<file path="src/rtl/cdb_arbiter.sv">
// Common data bus arbiter: serialises functional-unit results into one registered CDB slot.
// Define CDB_ARB_FIXED_PRIO_EN for fixed lowest-index priority instead of round-robin.
module cdb_arbiter #(
    parameter int NumUnits      = 4,
    parameter int DatapathWidth = 32,
    parameter int TagWidth      = 4
) (
    input  logic                              clk_i,
    input  logic                              rst_ni,
    input  logic [NumUnits-1:0]               unit_valid_i,
    output logic [NumUnits-1:0]               unit_ready_o,
    input  logic [NumUnits*TagWidth-1:0]      unit_tag_i,
    input  logic [NumUnits*DatapathWidth-1:0] unit_result_i,
    input  logic [NumUnits-1:0]               unit_branch_taken_i,
    output logic                              cdb_valid_o,
    input  logic                              cdb_ready_i,
    output logic [TagWidth-1:0]               cdb_tag_o,
    output logic [DatapathWidth-1:0]          cdb_result_o,
    output logic                              cdb_branch_taken_o,
    output logic [$clog2(NumUnits)-1:0]       cdb_unit_o
);

    localparam int IdxW = $clog2(NumUnits);

    logic                     cdb_valid_q, cdb_valid_d;
    logic [TagWidth-1:0]      cdb_tag_q, cdb_tag_d;
    logic [DatapathWidth-1:0] cdb_result_q, cdb_result_d;
    logic                     cdb_bt_q, cdb_bt_d;
    logic [IdxW-1:0]          cdb_unit_q, cdb_unit_d;

    logic            load_en;
    logic            gnt_found;
    logic [IdxW-1:0] gnt_idx;
    int              search_base;

`ifdef CDB_ARB_FIXED_PRIO_EN
    assign search_base = 0;
`else
    logic [IdxW-1:0] rr_ptr_q, rr_ptr_d;

    assign search_base = int'(rr_ptr_q);

    always_comb begin
        rr_ptr_d = rr_ptr_q;
        if (load_en && gnt_found) begin
            rr_ptr_d = (gnt_idx == IdxW'(NumUnits - 1)) ? '0 : gnt_idx + 1'b1;
        end
    end

    // The pointer only advances on a grant, so a stalled unit keeps its turn.
    always_ff @(posedge clk_i or negedge rst_ni) begin
        if (!rst_ni) begin
            rr_ptr_q <= '0;
        end else begin
            rr_ptr_q <= rr_ptr_d;
        end
    end
`endif

    assign load_en = !cdb_valid_q || cdb_ready_i;

    always_comb begin
        gnt_found = 1'b0;
        gnt_idx   = '0;
        for (int k = 0; k < NumUnits; k++) begin
            int              cand;
            logic [IdxW-1:0] cand_idx;
            cand = search_base + k;
            if (cand >= NumUnits) begin
                cand = cand - NumUnits;
            end
            cand_idx = IdxW'(cand);
            if (!gnt_found && unit_valid_i[cand_idx]) begin
                gnt_found = 1'b1;
                gnt_idx   = cand_idx;
            end
        end
    end

    always_comb begin
        unit_ready_o = '0;
        if (rst_ni && load_en && gnt_found) begin
            unit_ready_o = NumUnits'(1) << gnt_idx;
        end
    end

    always_comb begin
        cdb_valid_d  = cdb_valid_q;
        cdb_tag_d    = cdb_tag_q;
        cdb_result_d = cdb_result_q;
        cdb_bt_d     = cdb_bt_q;
        cdb_unit_d   = cdb_unit_q;
        if (load_en) begin
            cdb_valid_d = gnt_found;
            if (gnt_found) begin
                cdb_tag_d    = unit_tag_i[gnt_idx*TagWidth +: TagWidth];
                cdb_result_d = unit_result_i[gnt_idx*DatapathWidth +: DatapathWidth];
                cdb_bt_d     = unit_branch_taken_i[gnt_idx];
                cdb_unit_d   = gnt_idx;
            end
        end
    end

    always_ff @(posedge clk_i or negedge rst_ni) begin
        if (!rst_ni) begin
            cdb_valid_q  <= 1'b0;
            cdb_tag_q    <= '0;
            cdb_result_q <= '0;
            cdb_bt_q     <= 1'b0;
            cdb_unit_q   <= '0;
        end else begin
            cdb_valid_q  <= cdb_valid_d;
            cdb_tag_q    <= cdb_tag_d;
            cdb_result_q <= cdb_result_d;
            cdb_bt_q     <= cdb_bt_d;
            cdb_unit_q   <= cdb_unit_d;
        end
    end

    assign cdb_valid_o        = cdb_valid_q;
    assign cdb_tag_o          = cdb_tag_q;
    assign cdb_result_o       = cdb_result_q;
    assign cdb_branch_taken_o = cdb_bt_q;
    assign cdb_unit_o         = cdb_unit_q;

endmodule

</file>
<file path="config.mk">
export PLATFORM = sky130hd
export DESIGN_NAME = cdb_arbiter
export DESIGN_NICKNAME = d
export VERILOG_FILES = /design/src/rtl/cdb_arbiter.sv
export SDC_FILE = /design/constraint.sdc
export NUM_CORES = 1
export LEC_CHECK = 0
export BUFFER_PORTS_ARGS = -buffer_cell sky130_fd_sc_hd__clkbuf_2
export CAP_MARGIN = 25
export CORE_MARGIN = 4
export CORE_UTILIZATION = 40
export CTS_CLUSTER_SIZE = 40
export DETAILED_ROUTE_END_ITERATION = 8
export PLACE_DENSITY = 0.75
export SLEW_MARGIN = 10
export SYNTH_ARGS = -nofsm -noshare
export SYNTH_HDL_FRONTEND = slang
export SYNTH_SLANG_ARGS = --single-unit
export TNS_END_PERCENT = 100
</file>
<file path="constraint.sdc">
create_clock -name clk_i -period 2.6 [get_ports clk_i]
set_input_delay 0.13 -clock clk_i [delete_from_list [all_inputs] [get_ports clk_i]]
set_output_delay 0.13 -clock clk_i [all_outputs]
set_load 0.02 [all_outputs]
</file>
== Word-level counts from Yosys, hierarchy flattened ==
Index checks and enable logic that the tools add are counted.
Widths: inputs -> output; s select.

* Add/sub/neg operators: 8
* Multiplexer cells: 24
* Bitwise operators: 0
* Equal/unequal tests: 1
* Divide/modulo/power cells: 0
* Multipliers: 0
* Magnitude comparators: 9
* Shifts and indexed selects: 3
* Reduce and logical (&&, ||, !) cells: 12

{| class="wikitable"
|+ Operator list
! cell !! number
|-
| $shiftx 128x8->32 || 1
|-
| $mux 2 || 9
|-
| $shiftx 16x5->4 || 1
|-
| $lt 2x3->1 const B || 5
|-
| $bmux 1 s2 || 5
|-
| $ge 3x3->1 const B || 3
|-
| $mux 1 || 9
|-
| $sub 2x1->2 const B || 4
|-
| $add 2x2->3 const B || 2
|-
| $logic_and 1x1->1 || 6
|-
| $logic_not 1->1 || 4
|-
| $mux 4 || 1
|-
| $shl 1x2->4 const A || 1
|-
| $add 2x1->3 const B || 1
|-
| $ge 2x3->1 const B || 1
|-
| $add 2x1->2 const B || 1
|-
| $eq 2x2->1 const B || 1
|-
| $reduce_and 2->1 || 1
|-
| $logic_or 1x1->1 || 1
|}

* ROM bits: 0
* RAM bits: 0
* Output and inout port bits: 44
* Logic and storage cells: 63
* Bits in registers: 42
* Latch bits: 0
* Memories: 0

== Logic depth before layout (Yosys ltp) ==
* Depth after elaboration: 16
* Depth in mapped cells: 9
* Gate-level depth less buffers: 7

== Worst setup path before layout ==
Ideal clock, no wire load.

* Kind: reg2out
* From: register rr_ptr_q[0]
* To: output port unit_ready_o[3]
* Data arrival time: 1679 ps
* Cell stages (with the launch flop): 9
* Slack: 791 ps
* Path through: dfrtp_1 > nand2b_1 > a21boi_2 > o221ai_4 > buf_6 > buf_12 > inv_1 > ha_1 > and3_1

* Cells in the longest elaborated chain, start to end: 16

{| class="wikitable"
|+ RTL lines
! what !! line !! RTL
|-
| start: declaration || 39 || <nowiki>logic [IdxW-1:0] rr_ptr_q, rr_ptr_d;</nowiki>
|-
| start signal: assignment || 55 || <nowiki>rr_ptr_q <= rr_ptr_d;</nowiki>
|-
| branches (longest 15 deep; another with $add 2x1->3) || -- ||
|-
| $mux 4 (*) || 82 || <nowiki>if (rst_ni && load_en && gnt_found) begin</nowiki>
|-
| end: declaration || 11 || <nowiki>output logic [NumUnits-1:0] unit_ready_o,</nowiki>
|}

Every way passes the cells marked *. The select of a mux whose other input is x is not followed.

== Final worst setup path ==
* From: register rr_ptr_q[1]
* To: output port unit_ready_o[3]

The elaborated chain is that of the path after synthesis.

==> impl_results.md <==
* FF-to-FF setup slack at 500 ps
* Main combinational cell family by area after synthesis: compound AO/OA/AOI/OAI gates
* Synth cell types at 33
* CORE AREA at 6830 um^2
* Worst Slack Setup Final at 248 ps
* Die H at 92.2 um
* IO Pins at 199
* Filler cells at 632
* Max Slew Vio Count at 0
* Area grow syn2layout at 40.9%
* Max Cap Viol at 0
* Total Routing Usage GR at 21.8%
* DRT antenna net count at 0
* Top cells by area, synth: dfrtp_1 (37%), mux2i_1 (13%), o22ai_1 (8.2%)
* Clock skew after layout at 10.1 ps
* Xor/xnor share of the synthesized area at 0%
* Routed len/inst at 16.0 um
* Vias in the first global route at 3272
* Maximum fanout along the worst path at 19
* Status: complete, no violations
* Drt total wl at 9340 um
* Post-synthesis sequential area ratio at 37.1%
* TritonCTS Buffers at 5
* H-tree levels at 2
* Worst Setup Start Kind: flop
* Cell area after synthesis at 2830 um^2
* Crit path time final at 2350 ps
* Post-Layout Cell Count at 583
* Row count at 30
* Pin count of the biggest net entering global routing at 45
* HPWL Detailed at 7440 um
* Initial core utilization at 41.5%
* CTS clk-pin slew, worst paths at 80 ps
* Total gr overflow at 0
* Post-synthesis mux area share at 13.1%
* Complex-gate fraction of the synthesized area at 33.6%
* Net Count, Synth at 455
* Post-synthesis adder-cell area fraction at 0.883%
* Cell area after layout at 3990 um^2
* Vias/cell at 5.52
* Placement Setup Slack at 515 ps
* Clk root buf: clkbuf_8
* Placed Cells at 574
* Share of cells above drive strength 1 at 48.3%
* Synth Instances at 298
* Reg-to-Reg Start: rr_ptr_q[1]
* WHS Endpoint: cdb_result_o[7]
* VDD IR max at 0.000376 V
* First-pass GRT wire length at 15100 um
* Pwr Total at 3.49 mW
* DRC viols at 0
* Vias at 3220
* Leakage at 2.04 nW
* CP endpoint kind: primary output
* Synth warn at 0
* Final setup viols at 0
* R2R cell count at 6
* CP cell instances: nand2_1 > a311oi_1 > nor2_2 > ha_1 > and3_1 > clkbuf_2
* Nets@finish at 643
* Final hold violation count at 0
* Worst path arrival time at 2220 ps
* Tcrit/Tclk final at 90.5%
* R2r endpoint: cdb_result_o[24]
* Post-Synth Simple-Gate Area at 8.65%
* Worst Path Class, Setup: reg2out
* Top-area cell type share of the netlist area at 37.1%
* Post-synthesis sequential element count at 42
* Max stage delay on crit path at 550 ps
* CTS Buffer Depth at 2
* Hold Path Origin: unit_result_i[103]
* PortBufs at 198
* Initial antenna violation count at 0
* Pwr Density at 874 nW/um^2
* CP required at 2470 ps
* Critical path's slowest cell: nor2_2
* Final core occ at 58.4%
* Worst slew pin tran at 982 ps
* Placed cell areas at 3890 um^2
* WHS Path Cells at 3
* Synth area leader: dfrtp_1
* Worst hold slack at 128 ps
* 1st-pass router iterations at 5
* Syn Area/Cell at 9.51 um^2
* Die X at 92.2 um
* TritonCTS Sinks at 42
* Diode count at 0
* Fmax achieved at 425 MHz
* DRT iter0 DRCs at 94
* RSZ-0062 raised after global routing: false
* Die area at 8500 um^2
* Min-Delay Path Class: in2reg
* CTS tree: built
* Setup TNS at 0 ps
* Normalized max-slew margin at 34.4%
* Skew-Pair Late Insertion Delay at 290 ps
* GPL Wtd Cong at 0.816
kinds of logic after synthesis:
| kind of cell | count (synthesis) |
|---|---|
| AO/OA/AOI/OAI | 127 |
| AND/OR/NAND/NOR | 58 |
| flip-flops | 42 |
| multiplexers | 37 |
| buffers and inverters | 32 |
| adder cells (fa/ha/maj) | 2 |
cell usage in the layout, fill, tap and decap left out, types with 2 or more instances in the layout:
cell	count
o22ai_1	37
ha_1	2
a21oi_1	2
mux2i_1	37
o21ai_0	39
a221oi_2	11
buf_4	9
buf_12	2
inv_1	2
clkbuf_8	6
and3_1	4
nand2_1	11
dfrtp_1	42
nor2_1	38
a221oi_1	26
a21o_1	2
clkbuf_2	198
registers in the layout (all words and copies together), names as in the netlist:
register            cells
cdb_valid_o             1
rr_ptr_q                2
cdb_tag_o               4
cdb_result_o           32
cdb_unit_o              2
cdb_branch_taken_o      1
how the worst max path moves through the flow:
stage           startpoint                to  slack (ps)
2_1_floorplan  rr_ptr_q[0]   unit_ready_o[3]         790
3_3_place_gp   rr_ptr_q[1]   unit_ready_o[3]         640
3_5_place_dp   rr_ptr_q[1]  cdb_result_o[24]         520
4_1_cts        rr_ptr_q[1]   unit_ready_o[3]         270
5_1_grt        rr_ptr_q[1]   unit_ready_o[2]          80
6_report       rr_ptr_q[1]   unit_ready_o[3]         250
layout make-up:
type / count / area (um^2) / share of cell area (%)
Clock inverter: 1 / 5.00 / 0.125
Inverter: 3 / 11.3 / 0.282
Multi-Input combinational cell: 224 / 1610 / 40.3
Clock buffer: 7 / 86.3 / 2.16
Tap cell: 96 / 120 / 3.01
Sequential cell: 42 / 1050 / 26.3
Timing Repair Buffer: 210 / 1110 / 27.8
Yosys cell counts:
master	n
buf_6	4
a221oi_2	11
buf_12	1
o21ai_0	39
and3_1	4
clkbuf_1	11
nor4_2	1
nand2_1	11
a211oi_1	1
o22ai_2	1
inv_2	1
o211a_1	1
buf_4	3
a21boi_2	1
o21ai_2	1
mux2i_1	37
ha_1	2
nor2_1	39
a21oi_2	1
nor2b_1	1
o22ai_1	37
a221oi_1	26
nand2b_1	1
buf_2	10
a21o_1	2
and2b_1	1
o21ai_1	1
a21oi_1	2
dfrtp_1	42
o22a_1	1
o221ai_4	1
a311oi_1	1
inv_1	2
worst max-delay path, delay by kind of cell, from the launching register on:
| kind | cells | cell delay (ps) |
|---|---|---|
| DFF | 1 | 530 |
| AOI/OAI and AO/OA | 1 | 120 |
| adders and majority gates | 1 | 260 |
| and+or+nand+nor | 3 | 840 |
| buffers and inverters | 1 | 180 |
what timing repair did:
action,CTS,global route
buffers inserted,0,0
endpoints found under the hold margin,14,0
hold buffers,1,0
gates resized for setup,0,0
report_power, final:
group / total [mW] / internal, mW / switching, mW
Sequential: 1.12 / 0.905 / 0.214
Combinational: 1.94 / 0.790 / 1.15
Clock: 0.433 / 0.214 / 0.219
layer usage:
| layer | track usage [%] | routed length, um | up-vias |
|---|---|---|---|
| li1 | - | - | 1539 |
| met1 | 24.3 | 3540 | 1531 |
| met2 | 41.1 | 5000 | 143 |
| met3 | 5.66 | 721 | 7 |
| met4 | 4.70 | 72 | 0 |
| met5 | 0 | 0 | - |
Power figures use the tool's default switching activity.
